## config.mk

```make
export PLATFORM = sky130hd
export DESIGN_NAME = if_id_skid
export DESIGN_NICKNAME = d
export VERILOG_FILES = /design/src/rtl/if_id_skid_pkg.sv /design/src/rtl/if_id_skid_entry.sv /design/src/rtl/if_id_skid.sv
export SDC_FILE = /design/constraint.sdc
export NUM_CORES = 1
export LEC_CHECK = 0
export BUFFER_PORTS_ARGS = -buffer_cell sky130_fd_sc_hd__buf_4
export CAP_MARGIN = 20
export CORE_MARGIN = 4
export CORE_UTILIZATION = 35
export DETAILED_ROUTE_END_ITERATION = 8
export SLEW_MARGIN = 40
export SYNTH_ARGS = -nofsm -noshare
export SYNTH_HDL_FRONTEND = slang
export SYNTH_SLANG_ARGS = --single-unit
```

## constraint.sdc

```tcl
create_clock -name clk -period 4.7 [get_ports clk]
set_input_delay 0.94 -clock clk [delete_from_list [all_inputs] [get_ports clk]]
set_output_delay 0.94 -clock clk [all_outputs]
set_load 0.005 [all_outputs]
```

## src/rtl/if_id_skid_pkg.sv

```systemverilog
// Shared definitions for the IF/ID skid stage.
//   state_e : occupancy states; the encoding doubles as the occupancy count.
//   InstNop : canonical NOP (addi x0, x0, 0) shown whenever no packet is held.
package if_id_skid_pkg;

    localparam logic [31:0] InstNop = 32'h0000_0013;

    typedef enum logic [1:0] {
        StEmpty = 2'd0,
        StOne   = 2'd1,
        StTwo   = 2'd2
    } state_e;

endpackage

```

## src/rtl/if_id_skid_entry.sv

```systemverilog
// Load-enabled storage slot for one fetch packet.
// Ports:
//   clk_i  : clock, rising edge
//   rst_i  : asynchronous active-high reset, loads ResetVal
//   clr_i  : synchronous clear to ResetVal (wins over load_i)
//   load_i : capture d_i
//   d_i    : packet in
//   q_o    : packet held
module pipe_entry #(
    parameter int unsigned       Width    = 64,
    parameter logic [Width-1:0]  ResetVal = '0
) (
    input  logic             clk_i,
    input  logic             rst_i,
    input  logic             clr_i,
    input  logic             load_i,
    input  logic [Width-1:0] d_i,
    output logic [Width-1:0] q_o
);

    logic [Width-1:0] data_d, data_q;

    always_comb begin
        data_d = data_q;
        if (clr_i) begin
            data_d = ResetVal;
        end else if (load_i) begin
            data_d = d_i;
        end
    end

    always_ff @(posedge clk_i or posedge rst_i) begin
        if (rst_i) begin
            data_q <= ResetVal;
        end else begin
            data_q <= data_d;
        end
    end

    assign q_o = data_q;

endmodule

```

## src/rtl/if_id_skid.sv

```systemverilog
// IF/ID pipeline stage with a two-entry valid/ready skid buffer.
// Ports:
//   clk, rst                 : clock and asynchronous active-high reset
//   in_valid_i / in_ready_o  : fetch handshake; in_ready_o is purely registered
//   inst_i, inst_addr_i      : fetched packet
//   flush_i                  : drop everything held plus the current input
//   out_valid_o / out_ready_i: decode handshake
//   inst_o, inst_addr_o      : packet to decode (NOP/0 when empty)
//   count_o                  : occupancy 0..2
module if_id_skid
    import if_id_skid_pkg::*;
#(
    parameter int unsigned        INST_W   = 32,
    parameter int unsigned        ADDR_W   = 32,
    parameter logic [INST_W-1:0]  NOP_INST = INST_W'(InstNop)
) (
    input  logic              clk,
    input  logic              rst,
    input  logic              in_valid_i,
    output logic              in_ready_o,
    input  logic [INST_W-1:0] inst_i,
    input  logic [ADDR_W-1:0] inst_addr_i,
    input  logic              flush_i,
    output logic              out_valid_o,
    input  logic              out_ready_i,
    output logic [INST_W-1:0] inst_o,
    output logic [ADDR_W-1:0] inst_addr_o,
    output logic [1:0]        count_o
);

    localparam int unsigned           PktW   = INST_W + ADDR_W;
    localparam logic [PktW-1:0]       PktNop = {NOP_INST, {ADDR_W{1'b0}}};

    state_e state_d, state_q;

    logic            in_fire, out_fire;
    logic            main_load, main_clr, main_sel_skid;
    logic            skid_load, skid_clr;
    logic [PktW-1:0] in_pkt, main_d, main_q, skid_q;

    assign in_ready_o  = (state_q != StTwo);
    assign out_valid_o = (state_q != StEmpty);
    assign in_fire     = in_valid_i & in_ready_o & ~flush_i;
    assign out_fire    = out_valid_o & out_ready_i;
    assign in_pkt      = {inst_i, inst_addr_i};
    assign main_d      = main_sel_skid ? skid_q : in_pkt;

    always_comb begin
        state_d       = state_q;
        main_load     = 1'b0;
        main_clr      = 1'b0;
        main_sel_skid = 1'b0;
        skid_load     = 1'b0;
        skid_clr      = 1'b0;
        if (flush_i) begin
            state_d  = StEmpty;
            main_clr = 1'b1;
            skid_clr = 1'b1;
        end else begin
            unique case (state_q)
                StEmpty: begin
                    if (in_fire) begin
                        main_load = 1'b1;
                        state_d   = StOne;
                    end
                end
                StOne: begin
                    if (in_fire && out_fire) begin
                        main_load = 1'b1;
                    end else if (in_fire) begin
                        skid_load = 1'b1;
                        state_d   = StTwo;
                    end else if (out_fire) begin
                        // Clear so the bubble reads NOP/0 from a register.
                        main_clr = 1'b1;
                        state_d  = StEmpty;
                    end
                end
                StTwo: begin
                    if (out_fire) begin
                        main_load     = 1'b1;
                        main_sel_skid = 1'b1;
                        state_d       = StOne;
                    end
                end
                default: state_d = StEmpty;
            endcase
        end
    end

    always_ff @(posedge clk or posedge rst) begin
        if (rst) begin
            state_q <= StEmpty;
        end else begin
            state_q <= state_d;
        end
    end

    pipe_entry #(
        .Width   (PktW),
        .ResetVal(PktNop)
    ) u_main (
        .clk_i (clk),
        .rst_i (rst),
        .clr_i (main_clr),
        .load_i(main_load),
        .d_i   (main_d),
        .q_o   (main_q)
    );

    pipe_entry #(
        .Width   (PktW),
        .ResetVal(PktNop)
    ) u_skid (
        .clk_i (clk),
        .rst_i (rst),
        .clr_i (skid_clr),
        .load_i(skid_load),
        .d_i   (in_pkt),
        .q_o   (skid_q)
    );

    assign inst_o      = main_q[PktW-1:ADDR_W];
    assign inst_addr_o = main_q[ADDR_W-1:0];
    assign count_o     = state_q;

endmodule

```

==> impl_results.md, run 1 <==
- CP endpoint kind: primary output
- Fill cells: slightly below 2000
- Die width: 149 µm
- Worst R2R Start: count_o[1]
- GP Congestion: 0.692
- Critical Path AT: about 1.6 ns
- Static Leakage: between 3 and 4 nW
- Synth-to-Final Area Change: 24.0%
- Worst IR Drop VDD: roughly 0.27 mV
- Sequential area share after synthesis: 0.466
- Via density: approximately 5.2
- PortBufs: approximately 140
- Post-DP HPWL: roughly 11 mm
- F_max: ~0.39 GHz
- Synth Area in Adders: 0
- Required @ worst endpoint: 3.76 ns
- Final hold viol count: 0
- Critical path endpoint: out_valid_o
- Cts hold-fix bufs: 0
- Final worst path period need: 2.57 ns
- DR pass1 iterations: 5
- Share of cells above drive strength 1: 0.296
- PD cells: 334 nW/µm²
- FF-to-FF End: u_main.q_o[33]
- Worst relative slew slack: 0.534
- CTS sink count: between 100 and 150
- Setup_tns: 0 ns
- Clock tree buffer depth: 2
- CP Launch Type: flip-flop
- Most common cell after layout, fill and taps aside: nand2_1
- Clk slew on worst S/H paths: approximately 0.06 ns
- # IOs: between 100 and 150
- Gr ovfl total: 0
- Multiplexer area fraction after synthesis: 0.00143
- Drt initial violations: approximately 360
- Cell Chain, Critical Path: or2_2, buf_4
- Final WL: between 15 and 20 mm
- Post-Syn Instances: 747
- Max Slew Vio Count: 0
- Largest net degree at the start of global routing: between 100 and 150
- H-tree depth: 4
- Net count reported at finish: 906
- First-pass GRT wire length: 30.5 mm
- CP max stage cell: dfrtp_4
- Antenna viol nets, final: 0
- Final Hold Slack: between 0.4 and 0.5 ns
- Warnings, synthesis: 0
- Core area: a little under 20000 µm²
- Setup violators final: 0
- Post-Syn Area: around 7000 µm²
- R2R Setup Slk: 2.54 ns
- Post_cts resized: 0
- Status: completed
- CP peak stage delay: a little under 0.7 ns
- RSZ-0062 raised after global routing: false
- Worst-Margin Slew: about 0.7 ns
- Avg Synthesized Cell Area: approximately 9.4 µm²
- Xor-xnor portion of the synthesized cell area: 0.00125
- Root Buffer: clkbuf_16
- Count of cell types in the netlist: 30
- Worst Setup SP: count_o[1]
- Critical path class: reg2out
- Setup repair bufs after CTS: 0
- Initial antenna violation count: 0
- Compound-Gate Fraction of Synth Area: 0.282
- Post-synthesis simple-gate area fraction: 0.183
- Total CTS buffers: 17
- Vias in the first global route: about 5700
- Clk Latency, worst-skew pair: roughly 0.43 ns
- Commonest non-fill, non-tap cells in the layout: nand2_1, buf_4, dfrtp_1
- Die area: 22300 µm²
- Via count: 5830
- Diodes inserted: 0
- Initial Util: 0.357
- Wire per inst: 16.8 µm
- Placement Rows: a little over 50
- Worst hold path class: reg2reg
- GRT Overall Usage: 0.170
- Largest family of logic cells by synthesized area: compound AO/OA/AOI/OAI gates
- Die height: 149 µm
- Worst-path maximum fanout: 46
- Cells on worst reg2reg path: 4
- Yosys reg bits: between 100 and 150
- Worst-case clock skew: ~0.011 ns
- Period utilization: 0.548
- DRC Markers: 0
- Synthesized Nets: 816
- CTS tree: done
- Max cap viols: 0
[worst min path at each step]
stage                         from              to  slack, ns  cells after the start
global route        u_main.q_o[36]  u_main.q_o[36]       0.49                      2
finish              u_main.q_o[36]  u_main.q_o[36]       0.48                      2
CTS                 u_main.q_o[33]  u_main.q_o[33]       0.48                      2
detailed placement   u_main.q_o[9]   u_main.q_o[9]       0.47                      2
floorplan           u_main.q_o[32]  u_main.q_o[32]       0.45                      2
global placement    u_main.q_o[15]  u_main.q_o[15]       0.46                      2
[report_power, final]
group | internal (W) | leakage, nW | switching, W
combinational | 0.000201 | 1.82 | 0.000246
sequential | 0.00119 | 1.75 | 0.0000422
clock | 0.000722 | 0.256 | 0.000503
total | 0.00211 | 3.82 | 0.000792
[routing by layer]
layer	vias up	global-route usage	routed length [µm]	share of wire
met5	-	0	0	0
li1	2821	-	-	-
met3	18	0.0406	1040	0.056
met1	2838	0.242	9060	0.48
met4	0	0.0476	209	0.011
met2	153	0.259	8400	0.45
[state kept, by name, indices dropped and copies added, names as in the netlist]
name,flops
u_main.q_o,64
u_skid.q_o,64
count_o,2
[logic make-up after synthesis]
| group | after synthesis |
|---|---|
| buf+inv | 89 |
| mux | 1 |
| xor+xnor | 1 |
| flops | 130 |
| simple gates | 267 |
| compound gates | 259 |
[worst max-delay path: cells and delay by family, from the launching register on]
family        cells  cell delay, ns
flops             1            0.69
buf+inv           1            0.13
simple gates      1            0.37
[cells in the mapped netlist (all sizes together)]
cell,number,share of area
nand2b,2,0.0018
o211ai,3,0.0032
or4,1,0.0011
a21oi,76,0.054
mux2i,1,0.0014
dfstp,6,0.023
clkbuf,39,0.021
o21a,1,0.0011
o211a,1,0.0014
or2,1,0.00089
nand2,196,0.11
buf,42,0.041
dfrtp,124,0.44
o31ai,1,0.0011
inv,8,0.0043
nor2,1,0.00054
xnor2,1,0.0013
o21ai,113,0.081
a2111oi,3,0.0038
nand3b,63,0.068
o41ai,61,0.14
nor4,1,0.0030
nor2b,2,0.0029
[area by class of cell]
type / instances / area [µm²] / area share
Timing Repair Buffer: 152 / 1220 / 0.141
Sequential cell: 130 / 3260 / 0.376
Clock inverter: 9 / 57.6 / 0.00663
Tap cell: 265 / 332 / 0.0382
Inverter: 8 / 37.5 / 0.00433
Clock buffer: 22 / 484 / 0.0558
Multi-Input combinational cell: 528 / 3280 / 0.378
[stage by stage]
| step | power (W) | std cells | utilization | area [µm²] | setup WS [ns] |
|---|---|---|---|---|---|
| 6_report | 0.00290 | 1114 | 0.443 | 8680 | 2.13 |
| 5_1_grt | 0.00304 | 1114 | 0.443 | 8680 | 2.07 |
| 4_1_cts | 0.00295 | 1114 | 0.443 | 8680 | 2.11 |
| 3_5_place_dp | 0.00170 | 1083 | 0.415 | 8140 | 2.10 |
| 3_3_place_gp | 0.00169 | 1079 | 0.411 | 8050 | 1.76 |
| 2_1_floorplan | 0.00150 | 747 | - | 7000 | 0.301 |
Power figures use the tool's default switching activity.
==> inputs of run 2 (changes only) <==
- clock period: 4.7 -> 2.6 ns (I/O delays scaled with it)
==> run 2 against run 1 <==
Compared with the run above:
- non-clock buffer count up 4
- critical endpoint is now in_ready_o
- utilization up 0.32 points
- combinational power up 81%
- largest cell class unchanged
- critical path type unchanged
- first-iteration DRC count up 28%
- global-route usage down 0.20 points
==> impl_results.md, run 2 (synthesis results as in run 1) <==
- Status: completed
- Share of cells above drive strength 1: 0.300 (+0.00412)
- Critical Path AT: 1.86 ns (+0.23 ns)
- Final hold viol count: 0 (unchanged)
- Net Sw Frac: 0.274 (+0.000703)
- # IOs: 137 (unchanged)
- F_max: approximately 0.42 GHz
- CP peak stage delay: 0.73 ns (+0.04 ns)
- Clock tree buffer depth: 2 (unchanged)
- Synth-to-Final Area Change: 24.9%
- Commonest non-fill, non-tap cells in the layout: nand2_1, buf_4, dfrtp_1
- Via count: 5871 (+0.70%)
- Setup violators final: 0 (unchanged)
- H-tree depth: 4 (unchanged)
- Die area: 22300 µm² (unchanged)
- Static Leakage: 3.86 nW (+0.97%)
- Period utilization: 0.917
- DRC Markers: 0 (unchanged)
- Drt initial violations: 454 (+28%)
- Placement Rows: 51 (unchanged)
- First-pass GRT wire length: 30.1 mm (-1.2%)
- Via density: 5.25 (+0.25%)
- Worst path most repeated cell: buf_4
- Worst IR Drop VDD: 0.402 mV (+47%)
- CTS tree: done
- Cells on worst reg2reg path: 5 (+1)
- Diodes inserted: 0 (unchanged)
- Max Slew Vio Count: 0 (unchanged)
- Worst-path maximum fanout: 41 (-11%)
- RSZ-0062 raised after global routing: false
- R2R Setup Slk: 0.60 ns (-1.94 ns)
- Post_cts resized: 0 (unchanged)
- Total CTS buffers: 17 (unchanged)
- Initial Util: 0.357 (unchanged)
- Most common cell after layout, fill and taps aside: nand2_1
- Final core occ: 0.446 (+0.00319)
- Gr ovfl total: 0 (unchanged)
- Antenna viol nets, final: 0 (unchanged)
- Required @ worst endpoint: 2.08 ns (-1.68 ns)
- PortBufs: 136 (unchanged)
- Placed Instances: 1087 (+0.37%)
- CP Launch Type: flip-flop
- Fill cells: 1944 (-0.10%)
- Pint: 0.00385 W (+82%)
- Worst-case clock skew: 0.00822 ns (-0.00259 ns)
- Worst R2R Start: count_o[1]
- Setup_tns: 0 ns (unchanged)
- Vias in the first global route: 5499 (-3.5%)
- Logic pwr share: 0.153 (about the same)
- Post-DP HPWL: 10.8 mm (-2.8%)
- CP endpoint kind: primary output
- CTS sink count: 130 (unchanged)
- Root Buffer: clkbuf_16
- Sequential power share: 0.419 (-0.004)
- Largest net degree at the start of global routing: 131 (+15%)
- Net count reported at finish: 910 (+0.44%)
- Cell Chain, Critical Path: buf_4, nand2b_1, buf_4
- Clock network power share: 0.428 (+0.005)
- FF-to-FF End: u_main.q_o[51]
- Max cap viols: 0 (unchanged)
- Final WL: 18.4 mm (-1.5%)
- Initial antenna violation count: 0 (unchanged)
- Worst relative slew slack: 0.484 (-0.0506)
- GP Congestion: 0.719 (+3.9%)
- Core area: 19600 µm² (unchanged)
- Critical path class: reg2out
- Setup repair bufs after CTS: 0 (unchanged)
- PD cells: 606 nW/µm² (+81%)
- Wire per inst: 16.5 µm (-1.9%)
- CP max stage cell: dfrtp_4
- GRT Overall Usage: 0.168 (-0.00199)
- Die width: 149 µm (unchanged)
- Clk Latency, worst-skew pair: 0.42 ns (about the same)
- Cts hold-fix bufs: 0 (unchanged)
- Worst hold path class: in2async
- Worst Setup SP: count_o[1]
- Psw: 0.00145 W (+83%)
- Clk slew on worst S/H paths: 0.06 ns (about the same)
- Die height: 149 µm (unchanged)
- DR pass1 iterations: 4 (-1)
- Final Non-Filler Cells: 1119 (+0.45%)
- Worst-Margin Slew: 0.774 ns (+0.0760 ns)
- Final worst path period need: between 2 and 2.5 ns
[run 2: worst max-delay path by stage]
stage                     slack, ns  cells past startpoint             end
after CTS                      0.20                      3      in_ready_o
final                          0.22                      3      in_ready_o
after detailed placement       0.54                      5  u_main.q_o[22]
after global routing           0.09                      3      in_ready_o
after floorplan                0.48                      1      count_o[0]
after global placement         0.58                      4  u_main.q_o[53]
[run 2: critical path: cells and delay by family (launching register included)]
kind	cells	cell delay (ns)
flops	1	0.73
simple gates	1	0.13
buf+inv	2	0.57
[run 2: power by group through the flow]
stage | logic [W] | clock network (W) | registers [W]
floorplan | 0.000472 | 0 | 0.00224
CTS | 0.000826 | 0.00234 | 0.00222
detailed placement | 0.000824 | 0 | 0.00225
global route | 0.000899 | 0.00243 | 0.00223
global placement | 0.000819 | 0 | 0.00225
finish | 0.000810 | 0.00227 | 0.00222
[run 2: per-stage QoR]
stage          cell area, µm²  hold WS [ns]  total power (W)  setup WS [ns]
4_1_cts                  8740         0.298          0.00539          0.198
6_report                 8740         0.298          0.00529          0.215
3_5_place_dp             8190         0.464          0.00308          0.539
5_1_grt                  8740         0.314          0.00556         0.0884
3_3_place_gp             8180         0.465          0.00307          0.581
2_1_floorplan            7000         0.451          0.00271          0.476
[run 2: metal layers]
metal	GRT usage	vias up	wire, µm
met2	0.254	137	8420
met4	0.0467	0	180
met3	0.0373	13	987
met5	0	-	0
li1	-	2831	-
met1	0.243	2890	8840
[run 2: area by class of cell]
| class | instances | area, µm² | share of cell area |
|---|---|---|---|
| Multi-Input combinational cell | 528 | 3280 | 0.375 |
| Sequential cell | 130 | 3260 | 0.373 |
| Timing Repair Buffer | 156 | 1270 | 0.146 |
| Clock buffer | 19 | 443 | 0.0507 |
| Tap cell | 265 | 332 | 0.0379 |
| Clock inverter | 13 | 113 | 0.0129 |
| Inverter | 8 | 33.8 | 0.00386 |
